`config.mk`:
```
export PLATFORM = sky130hd
export DESIGN_NAME = seq_detector_param
export DESIGN_NICKNAME = d
export VERILOG_FILES = /design/src/rtl/seq_detector_param.sv
export SDC_FILE = /design/constraint.sdc
export NUM_CORES = 1
export LEC_CHECK = 0
export ABC_AREA = 1
export BUFFER_PORTS_ARGS = -buffer_cell sky130_fd_sc_hd__buf_2
export CAP_MARGIN = 20
export CELL_PAD_IN_SITES_DETAIL_PLACEMENT = 0
export CELL_PAD_IN_SITES_GLOBAL_PLACEMENT = 1
export CORE_MARGIN = 4
export CORE_UTILIZATION = 30
export CTS_CLUSTER_DIAMETER = 30
export DETAILED_ROUTE_END_ITERATION = 8
export PLACE_DENSITY = 0.66
export SKIP_LAST_GASP = 1
export SYNTH_ARGS = -nofsm -noshare
export SYNTH_HDL_FRONTEND = slang
export SYNTH_SLANG_ARGS = --single-unit
```
`constraint.sdc`:
```
create_clock -name clk -period 6.18 [get_ports clk]
set_input_delay 1.545 -clock clk [delete_from_list [all_inputs] [get_ports clk]]
set_output_delay 1.545 -clock clk [all_outputs]
set_load 0.02 [all_outputs]
```
`src/rtl/seq_detector_param.sv`:
```
// Parametrised serial pattern detector: samples x once per divider tick, tracks the
// longest matched prefix of PATTERN and shows progress or match count on a 7-segment display.
module seq_detector_param #(
    parameter int                 PAT_LEN   = 4,
    parameter logic [PAT_LEN-1:0] PATTERN   = 4'b1000,
    parameter bit                 OVERLAP   = 1'b1,
    parameter int                 DIV_COUNT = 20000000,
    parameter int                 CNT_W     = 8
) (
    input  logic             clk,
    input  logic             rst,
    input  logic             x,
    input  logic             disp_sel,
    output logic             tick_led,
    output logic             match,
    output logic             det,
    output logic [3:0]       progress,
    output logic [CNT_W-1:0] match_cnt,
    output logic [6:0]       seg
);

    localparam int               DIV_W    = $clog2(DIV_COUNT);
    localparam logic [DIV_W-1:0] DIV_LAST = DIV_W'(DIV_COUNT - 1);
    localparam logic [3:0]       PLEN     = 4'(PAT_LEN);

    // Bit j of the pattern in arrival order (j = 0 is the first bit expected).
    function automatic logic pat_bit(input int j);
        logic [31:0] t;
        t = 32'(PATTERN) >> (PAT_LEN - 1 - j);
        return t[0];
    endfunction

    // Longest prefix of PATTERN that is a suffix of (first p pattern bits, then b).
    function automatic int next_len(input int p, input logic b);
        int   best;
        int   ti;
        logic ok;
        logic tb;
        best = 0;
        for (int l = 1; l <= p + 1 && l <= PAT_LEN; l++) begin
            ok = 1'b1;
            for (int k = 0; k < l; k++) begin
                ti = p + 1 - l + k;
                tb = (ti == p) ? b : pat_bit(ti);
                if (tb != pat_bit(k)) ok = 1'b0;
            end
            if (ok) best = l;
        end
        return best;
    endfunction

    // Longest proper border of the whole pattern: where overlapping detection resumes.
    function automatic int border_len();
        int   best;
        logic ok;
        best = 0;
        for (int l = 1; l < PAT_LEN; l++) begin
            ok = 1'b1;
            for (int k = 0; k < l; k++)
                if (pat_bit(k) != pat_bit(PAT_LEN - l + k)) ok = 1'b0;
            if (ok) best = l;
        end
        return best;
    endfunction

    localparam logic [3:0] BORDER = 4'(border_len());

    function automatic logic [6:0] hex7(input logic [3:0] n);
        logic [6:0] s;
        case (n)
            4'h0: s = 7'b0000001;
            4'h1: s = 7'b1001111;
            4'h2: s = 7'b0010010;
            4'h3: s = 7'b0000110;
            4'h4: s = 7'b1001100;
            4'h5: s = 7'b0100100;
            4'h6: s = 7'b0100000;
            4'h7: s = 7'b0001111;
            4'h8: s = 7'b0000000;
            4'h9: s = 7'b0000100;
            4'hA: s = 7'b0001000;
            4'hB: s = 7'b1100000;
            4'hC: s = 7'b0110001;
            4'hD: s = 7'b1000010;
            4'hE: s = 7'b0110000;
            default: s = 7'b0111000;
        endcase
        return s;
    endfunction

    logic [DIV_W-1:0] r_div;
    logic [3:0]       r_p;
    logic             r_tick;
    logic             r_match;
    logic             r_det;
    logic [CNT_W-1:0] r_cnt;
    logic [6:0]       r_seg;

    logic [3:0] w_nxt0 [16];
    logic [3:0] w_nxt1 [16];
    logic [3:0] w_cand;
    logic [3:0] w_cnt_nib;
    logic [3:0] w_nib;
    logic       w_sample;
    logic       w_full;

    // Full transition table (KMP fallback folded in) resolved at elaboration.
    for (genvar gp = 0; gp < 16; gp++) begin : g_nxt
        if (gp < PAT_LEN) begin : g_used
            localparam logic [3:0] N0 = 4'(next_len(gp, 1'b0));
            localparam logic [3:0] N1 = 4'(next_len(gp, 1'b1));
            assign w_nxt0[gp] = N0;
            assign w_nxt1[gp] = N1;
        end else begin : g_unused
            assign w_nxt0[gp] = 4'd0;
            assign w_nxt1[gp] = 4'd0;
        end
    end

    if (CNT_W >= 4) begin : g_nib_wide
        assign w_cnt_nib = r_cnt[3:0];
    end else begin : g_nib_narrow
        assign w_cnt_nib = 4'(r_cnt);
    end

    assign w_sample = (r_div == DIV_LAST);
    assign w_cand   = x ? w_nxt1[r_p] : w_nxt0[r_p];
    assign w_full   = (w_cand == PLEN);
    assign w_nib    = disp_sel ? w_cnt_nib : r_p;

    always_ff @(posedge clk) begin
        if (rst) begin
            r_div   <= '0;
            r_p     <= 4'd0;
            r_tick  <= 1'b0;
            r_match <= 1'b0;
            r_det   <= 1'b0;
            r_cnt   <= '0;
            r_seg   <= 7'b0000001;
        end else begin
            r_div   <= w_sample ? '0 : r_div + 1'b1;
            r_match <= 1'b0;
            r_seg   <= hex7(w_nib);
            if (w_sample) begin
                r_tick <= ~r_tick;
                if (w_full) begin
                    r_match <= 1'b1;
                    r_det   <= 1'b1;
                    r_cnt   <= r_cnt + 1'b1;
                    r_p     <= OVERLAP ? BORDER : 4'd0;
                end else begin
                    r_det   <= 1'b0;
                    r_p     <= w_cand;
                end
            end
        end
    end

    assign tick_led  = r_tick;
    assign match     = r_match;
    assign det       = r_det;
    assign progress  = r_p;
    assign match_cnt = r_cnt;
    assign seg       = r_seg;

endmodule

```
After elaboration in Yosys (flattened, before gate mapping)
Memory sizes are Yosys's and may differ from the RTL's. A register that Yosys moved wholly into a read port is not among the register bits.
Cells that the tools add are included.

cells by class
  bitwise operators = 3
  reductions and logical operators = 3
  eq/ne operators = 2
  muxes and demuxes = 8
  $lt $le $gt $ge = 1
  add/sub/neg operators = 2

operators with widths
  kind                                                                   count
  4-bit 2-to-1 mux                                                       7
  25-bit by 1-bit adder with 25-bit output, second input constant        1
  25-bit equality test, second input constant                            1
  8-bit by 1-bit adder with 8-bit output, second input constant          1
  5-bit greater-or-equal comparator, second input constant               1
  4-bit NOT with 5-bit output                                            1
  4-bit by 3-bit equality test with 1-bit output, second input constant  1
  2-bit OR reduction                                                     2
  1-bit NOT                                                              2
  2-bit AND reduction                                                    1
  1-bit 2-to-1 mux                                                       1

word-level totals
  memories = 3
  memory bits (read-only) = 240
  output and inout bits = 22
  flip-flop bits (word level) = 40
  input port bits = 4

memories
  name              words  width  rd ports  clocked after memory_dff  write ports  line  RTL
  (name not given)  16     7      1         1                         0            70    case (n)
  (name not given)  16     4      1         0                         0            127   assign w_cand = x ? w_nxt1[r_p] : w_nxt0[r_p];
  (name not given)  16     4      1         0                         0            127

Logic depth before layout (Yosys ltp)
Gate-level depths: netlist (run 1).

  depth in word-level cells = 7
  gate-level depth with buffers = 10
  gate-level depth less buffers = 10

Worst setup path after synthesis (run 1)
No wires, ideal clock.

  kind = in2reg
  start = input disp_sel
  end = register r_seg[0], in the netlist seg[0]
  cell stages on the path = 8
  slack = 3,182 ps
  buffers on the path = 1
  data arrival time = 2,871 ps
  cells stage by stage = buf_2 o21ai_0 inv_1 ha_1 nand2_1 o21ai_0 a21oi_1 o21ai_0

between the ends
  cells in the longest elaborated chain, start to end = 1

RTL lines
  element           line  RTL
  from (decl)       13    input logic disp_sel,
  4-bit 2-to-1 mux  129   assign w_nib = disp_sel ? w_cnt_nib : r_p;
  to (decl)         97    logic [6:0] r_seg;

Every way passes these cells.
A chain may end at the register's enable or synchronous reset.

Final worst setup path (run 1)
Ends and elaborated chain as after synthesis.

==> results of run 1 <==
-- cell usage after synthesis (all sizes together) (3+ instances only) --
cell type  count  share of area [%]
o21ai         17                3.9
nor2          75                 12
xor2           3                1.0
nand2        102                 16
or2            3               0.74
dfxtp         46                 36
a21oi         24                6.2
nand4          7                1.7
nand3         28                5.7
nand3b         4                1.2
xnor2          3                1.0
inv           34                5.0
ha            10                4.9
buf            4                1.4
-- cell families after synthesis --
group | Yosys count
mux | 1
fa+ha+maj | 10
simple gates | 221
compound gates | 45
other cells | 1
xor+xnor | 6
flops | 46
buf+inv | 41
-- final timing paths --
path	end	slack (ps)
max	seg[0]$_SDFF_PP1_	3270
min	r_div[0]$_SDFF_PP0_	450
max reg2reg	tick_led$_SDFFE_PP0N_	4180
min reg2reg	r_div[0]$_SDFF_PP0_	450
-- power groups by stage --
| stage | clock, mW | combinational, mW | sequential, mW |
|---|---|---|---|
| 2_1_floorplan | 0 | 0.0180 | 0.310 |
| 3_3_place_gp | 0 | 0.0249 | 0.308 |
| 3_5_place_dp | 0 | 0.0247 | 0.308 |
| 4_1_cts | 0.218 | 0.0249 | 0.301 |
| 5_1_grt | 0.229 | 0.0277 | 0.301 |
| 6_report | 0.207 | 0.0243 | 0.301 |
-- area by class of cell --
cell class	instances	area, µm²	area share [%]
multi-input cells	284	1440	50.6
flip-flops and latches	46	921	32.3
inverters	35	133	4.65
well taps	105	131	4.61
repair buffers	24	120	4.21
clock buffers	7	96.3	3.38
clock inverters	1	8.76	0.307
-- routing by layer --
metal / vias to the layer above / share of wire (%) / track usage (%) / wire length, µm
li1: 1230 / - / - / -
met1: 1029 / 52 / 18.1 / 3070
met2: 36 / 43 / 19.2 / 2550
met3: 8 / 3.8 / 2.08 / 224
met4: 0 / 1.3 / 3.94 / 77
met5: - / 0 / 0 / 0
-- flip-flops by register name (all words and copies together), names as in the netlist --
| signal | cells |
|---|---|
| det | 1 |
| match | 1 |
| match_cnt | 8 |
| progress | 3 |
| r_div | 25 |
| seg | 7 |
| tick_led | 1 |
-- worst max-delay path, delay by kind of cell --
kind | cells | cell delay [ps]
compound gates | 4 | 900
buf+inv | 2 | 290
fa+ha+maj | 1 | 250
simple gates | 1 | 100
-- per-stage QoR --
step	instance area, µm²	utilization, %	hold WS, ps	worst slack (ps)	std cells
2_1_floorplan	2540	-	417	3180	371
3_3_place_gp	2750	33.4	435	3010	494
3_5_place_dp	2750	33.4	435	2990	494
4_1_cts	2850	34.7	455	3310	502
5_1_grt	2850	34.7	488	3050	502
6_report	2850	34.7	449	3270	502
==> flow_summary_export.csv, run 1 <==
group,metric,value,unit
timing,finalHoldViolCount,0,
grt,grt_pass1_vias,2169,
clock_tree,post_cts_buffers,0,
routing,ant_nets,0,
routing,vias,2303,
timing,maxSlewViolCount,0,
critical_path,reg2reg_from,"r_div[0]$_SDFF_PP0_",
flow_run,cap_violations,0,
critical_path,cpMostUsedCell,"o21ai_0",
pwr,total_leakage_power,1.07,nW
synthesis,synth_compound_area_share,11.5,%
synthesis,postSynthAreaPerCell,6.84,µm²
clock_tree,clkTransAtPathRegs,90,ps
timing,fmax,0.344,GHz
clock_tree,cts_resized,0,
floorplanning,die_area,0.0100,mm²
status,status,"complete, no violations",
floorplanning,die_height,100,µm
pwr,intPower,409,µW
pwr,power_switching,123,µW
grt,grt-ovfl-total,0,
worst_hold_path,min-delay-start,"r_div[0]$_SDFF_PP0_",
floorplanning,pin_count,26,
critical_path,crit_path_end_kind,"flop",
critical_path,cp_max_fo,7,
floorplanning,core,0.00822,mm²
timing,finalSetupTns,0,ps
synthesis,synth_warnings,0,
pwr,seqPwrFrac,56.5,%
clock_tree,cts-buffers-inserted,5,
grt,grt_start_max_net_pins,26,
layout,diodes,0,
floorplanning,start_util,30.9,%
place,port_buffers,24,
synthesis,yosysSeqAreaShare,36.3,%
routing,drc_errors,0,
synthesis,yosys_most_used_dff,"dfxtp_1",
routing,viasPerCell,4.59,
layout,mostFrequentLayoutCell,"nand2_1",
floorplanning,die_w,100,µm
critical_path,critPathLaunch,"disp_sel",
worst_hold_path,min_path_cells,1,
synthesis,yosys.area_share.simple,37.8,%
pwr,clkPwrFrac,38.9,%
timing,rsz0062_at_grt,"false",
critical_path,worstSetupStartpointType,"primary input",
pwr,vdd.ir_drop.worst,0.0790,mV
synthesis,synthAdderAreaFrac,4.93,%
synthesis,synth_edf_count,0,
routing,first_pass_iters,4,
critical_path,worst_r2r_path_depth,6,
timing,fin_crit_sh,47.1,%
layout,nFillCells,903,
routing,routedWlPerCell,11.8,µm
synthesis,synth_nets,385,
layout,layout.nets,410,
synthesis,synthXorXnorAreaFrac,2.07,%
pwr,p_sw_share,23.1,%
floorplanning,rows,33,
synthesis,synth_top_family_by_area,"simple AND/OR/NAND/NOR gates",
clock_tree,cts_num_sinks,46,
synthesis,syn_inst,371,
place,place.gp.congestion,0.843,
timing,worst_pin_slew,853,ps
critical_path,required,6360,ps
synthesis,synth_area,0.00254,mm²
pwr,p_total,532,µW
clock_tree,cts_hold_buf,0,
pwr,comb_power_share,4.6,%
routing,dr.first_iter.drc_count,115,
critical_path,path_cells,"buf_2 > o21ai_0 > inv_1 > ha_1 > nand2_1 > o21ai_0 > a21oi_1 > o21ai_0",
layout,area_delta_synth_final,12.4,%
clock_tree,h-tree-depth,2,
synthesis,synthMuxAreaShare,0.394,%
synthesis,ys_async_sr_fraction,0,%
clock_tree,ctsLongestPathBuffers,2,
clock_tree,cts_tree,"yes",
grt,grt_usage,12.6,%
clock_tree,cts_root_buffer,"clkbuf_8",
place,place_hpwl,4.53,mm
clock_tree,clock_latency,300,ps
synthesis,yosys.cell_types.count,34,
timing,max-slew-margin-rel,42.9,%
grt,grt_pass1_wl,10.3,mm
synthesis,synth.ff_latch_count,46,
routing,drt-total-wl,5.92,mm
critical_path,critPathKind,"in2reg",
worst_hold_path,hp-class,"reg2reg",
pwr,power.density,187,mW/mm²
critical_path,crit_arrival,3090,ps
timing,fin_skew,7.25,ps
critical_path,max_stage_delay,590,ps
grt,grt_antenna_before_repair,0,
critical_path,cp_slowest_cell,"o21ai_0",
layout,final_cell_mix,"96 x nand2_1, 70 x nor2_1, 46 x dfxtp_1",
timing,setup_viol,0,
timing,fin_crit,2910,ps
layout,drive_gt1_share,15.4,%
No activity file was read; power rests on OpenSTA's default activity.
==> inputs of run 2 (changes only) <==
- clock period: 6.18 -> 3 ns (I/O delays scaled with it)
==> run 2 against run 1 <==
Compared with the run above: final cell count up 0.40%; highest routed layer unchanged; largest power group unchanged; setup slack worse by 2200 ps; hold slack better by 8.9 ps.
==> flow_summary_export.csv, run 2 (synthesized netlist as in run 1, its figures left out) <==
group,metric,value,unit
status,status,"complete, no violations",
timing,fin_crit_sh,65.7,%
clock_tree,h-tree-depth,2,
layout,drive_gt1_share,15.5,%
critical_path,cp_max_fo,25,
layout,mostFrequentLayoutCell,"nand2_1",
worst_hold_path,hold_end,"r_div[0]$_SDFF_PP0_",
pwr,vdd.ir_drop.worst,0.167,mV
timing,finalSetupTns,0,ps
clock_tree,clock_latency,300,ps
routing,first_pass_iters,4,
timing,fmax,0.507,GHz
grt,grt-ovfl-total,0,
clock_tree,cts_num_sinks,46,
pwr,power.density,398,mW/mm²
critical_path,r2r_setup_slack,1030,ps
critical_path,worstSetupStartpointType,"flop",
clock_tree,cts-buffers-inserted,5,
layout,area_delta_synth_final,13.2,%
floorplanning,start_util,30.9,%
layout,final_cell_mix,"96 x nand2_1, 70 x nor2_1, 46 x dfxtp_1",
critical_path,critPathKind,"reg2reg",
place,place.gp.congestion,0.851,
timing,finalHoldViolCount,0,
worst_hold_path,hp-class,"reg2reg",
place,place_inst,496,
critical_path,rr_endpoint,"tick_led$_SDFFE_PP0N_",
worst_hold_path,min_path_cells,1,
critical_path,max_stage_delay,720,ps
critical_path,path_cells,"ha_1 > nand2_1 > nor2_4 > nand3_2 > o21ai_4 > mux2i_1",
critical_path,reg2reg_from,"r_div[0]$_SDFF_PP0_",
routing,ant_nets,0,
timing,maxSlewViolCount,0,
clock_tree,cts_hold_buf,0,
grt,grt_antenna_before_repair,0,
flow_run,cap_violations,0,
clock_tree,cts_tree,"yes",
layout,fin_util,35.0,%
timing,fin_skew,8.01,ps
floorplanning,pin_count,26,
timing,rsz0062_at_grt,"false",
layout,stdcell_count,504,
floorplanning,die_area,0.0100,mm²
layout,nFillCells,878,
critical_path,crit_path_end_kind,"flop",
clock_tree,cts_resized,0,
routing,dr.first_iter.drc_count,139,
critical_path,cp_slowest_cell,"o21ai_4",
critical_path,required,3160,ps
clock_tree,clkTransAtPathRegs,90,ps
timing,setup_viol,0,
clock_tree,post_cts_buffers,0,
grt,grt_pass1_vias,2133,
routing,viasPerCell,4.60,
grt,grt_start_max_net_pins,26,
grt,grt_pass1_wl,10.1,mm
timing,worst_pin_slew,850,ps
layout,largest_reg_flops,25,
critical_path,worst_r2r_path_depth,6,
layout,regMostFlops,"r_div",
pwr,total_leakage_power,1.08,nW
floorplanning,core,0.00822,mm²
routing,vias,2317,
floorplanning,rows,33,
worst_hold_path,min-delay-start,"r_div[0]$_SDFF_PP0_",
clock_tree,cts_root_buffer,"clkbuf_8",
timing,max-slew-margin-rel,43.1,%
place,postPlaceCellArea,0.00276,mm²
place,port_buffers,24,
floorplanning,die_height,100,µm
layout,diodes,0,
layout,layout.nets,412,
grt,grt_usage,12.5,%
place,place_hpwl,4.54,mm
floorplanning,die_w,100,µm
timing,fin_crit,1970,ps
routing,routedWlPerCell,11.9,µm
clock_tree,ctsLongestPathBuffers,2,
routing,drt-total-wl,6.01,mm
critical_path,crit_arrival,2130,ps
routing,drc_errors,0,
layout,fin_area,0.00287,mm²
## run 2: cell types whose count changed in the layout (fill, tap and decap cells not counted)
| cell | delta |
|---|---|
| clkbuf_1 | +1 |
| bufinv_16 | +1 |
| clkinvlp_4 | +1 |
| buf_4 | +2 |
| clkinv_4 | -1 |
| clkbuf_8 | -2 |
## run 2: area by class of cell
type | count | area (µm²) | share of cell area, %
clock inverters | 2 | 37.5 | 1.31
flip-flops and latches | 46 | 921 | 32.1
inverters | 35 | 133 | 4.62
repair buffers | 26 | 135 | 4.70
well taps | 105 | 131 | 4.57
multi-input cells | 284 | 1440 | 50.2
clock buffers | 6 | 72.6 | 2.53
## run 2: power breakdown
part	switching (mW)	internal, mW	total (mW)	leakage (nW)
Combinational	0.0355	0.0166	0.0521	0.655
Clock	0.223	0.249	0.472	0.0514
Sequential	0.00271	0.617	0.619	0.372
## run 2: critical path, delay by kind of cell (launching register included)
| family | cells | cell delay [ps] |
|---|---|---|
| compound gates | 1 | 720 |
| fa+ha+maj | 1 | 170 |
| flops | 1 | 360 |
| mux | 1 | 150 |
| simple gates | 3 | 430 |
## run 2: routing by layer
metal  vias to the layer above  track usage, %  routed length [µm]
li1                       1239               -                   -
met4                         0            3.73                  77
met5                         -               0                   0
met1                      1046            17.8                3220
met2                        26            19.0                2560
met3                         6            2.36                 156
## run 2: worst max-delay path by stage
stage	startpoint	endpoint
after detailed placement	disp_sel	seg[0]$_SDFF_PP1_
after floorplan	disp_sel	seg[0]$_SDFF_PP1_
after global routing	r_div[0]$_SDFF_PP0_	tick_led$_SDFFE_PP0N_
after global placement	disp_sel	seg[0]$_SDFF_PP1_
final	r_div[0]$_SDFF_PP0_	tick_led$_SDFFE_PP0N_
after CTS	r_div[0]$_SDFF_PP0_	tick_led$_SDFFE_PP0N_
## run 2: metrics by stage
step	hold WS, ps	total power [mW]	setup slack, ps
floorplan	417	0.675	797
global placement	433	0.687	824
detailed placement	444	0.687	758
CTS	458	1.16	968
global route	477	1.19	782
finish	458	1.14	1030
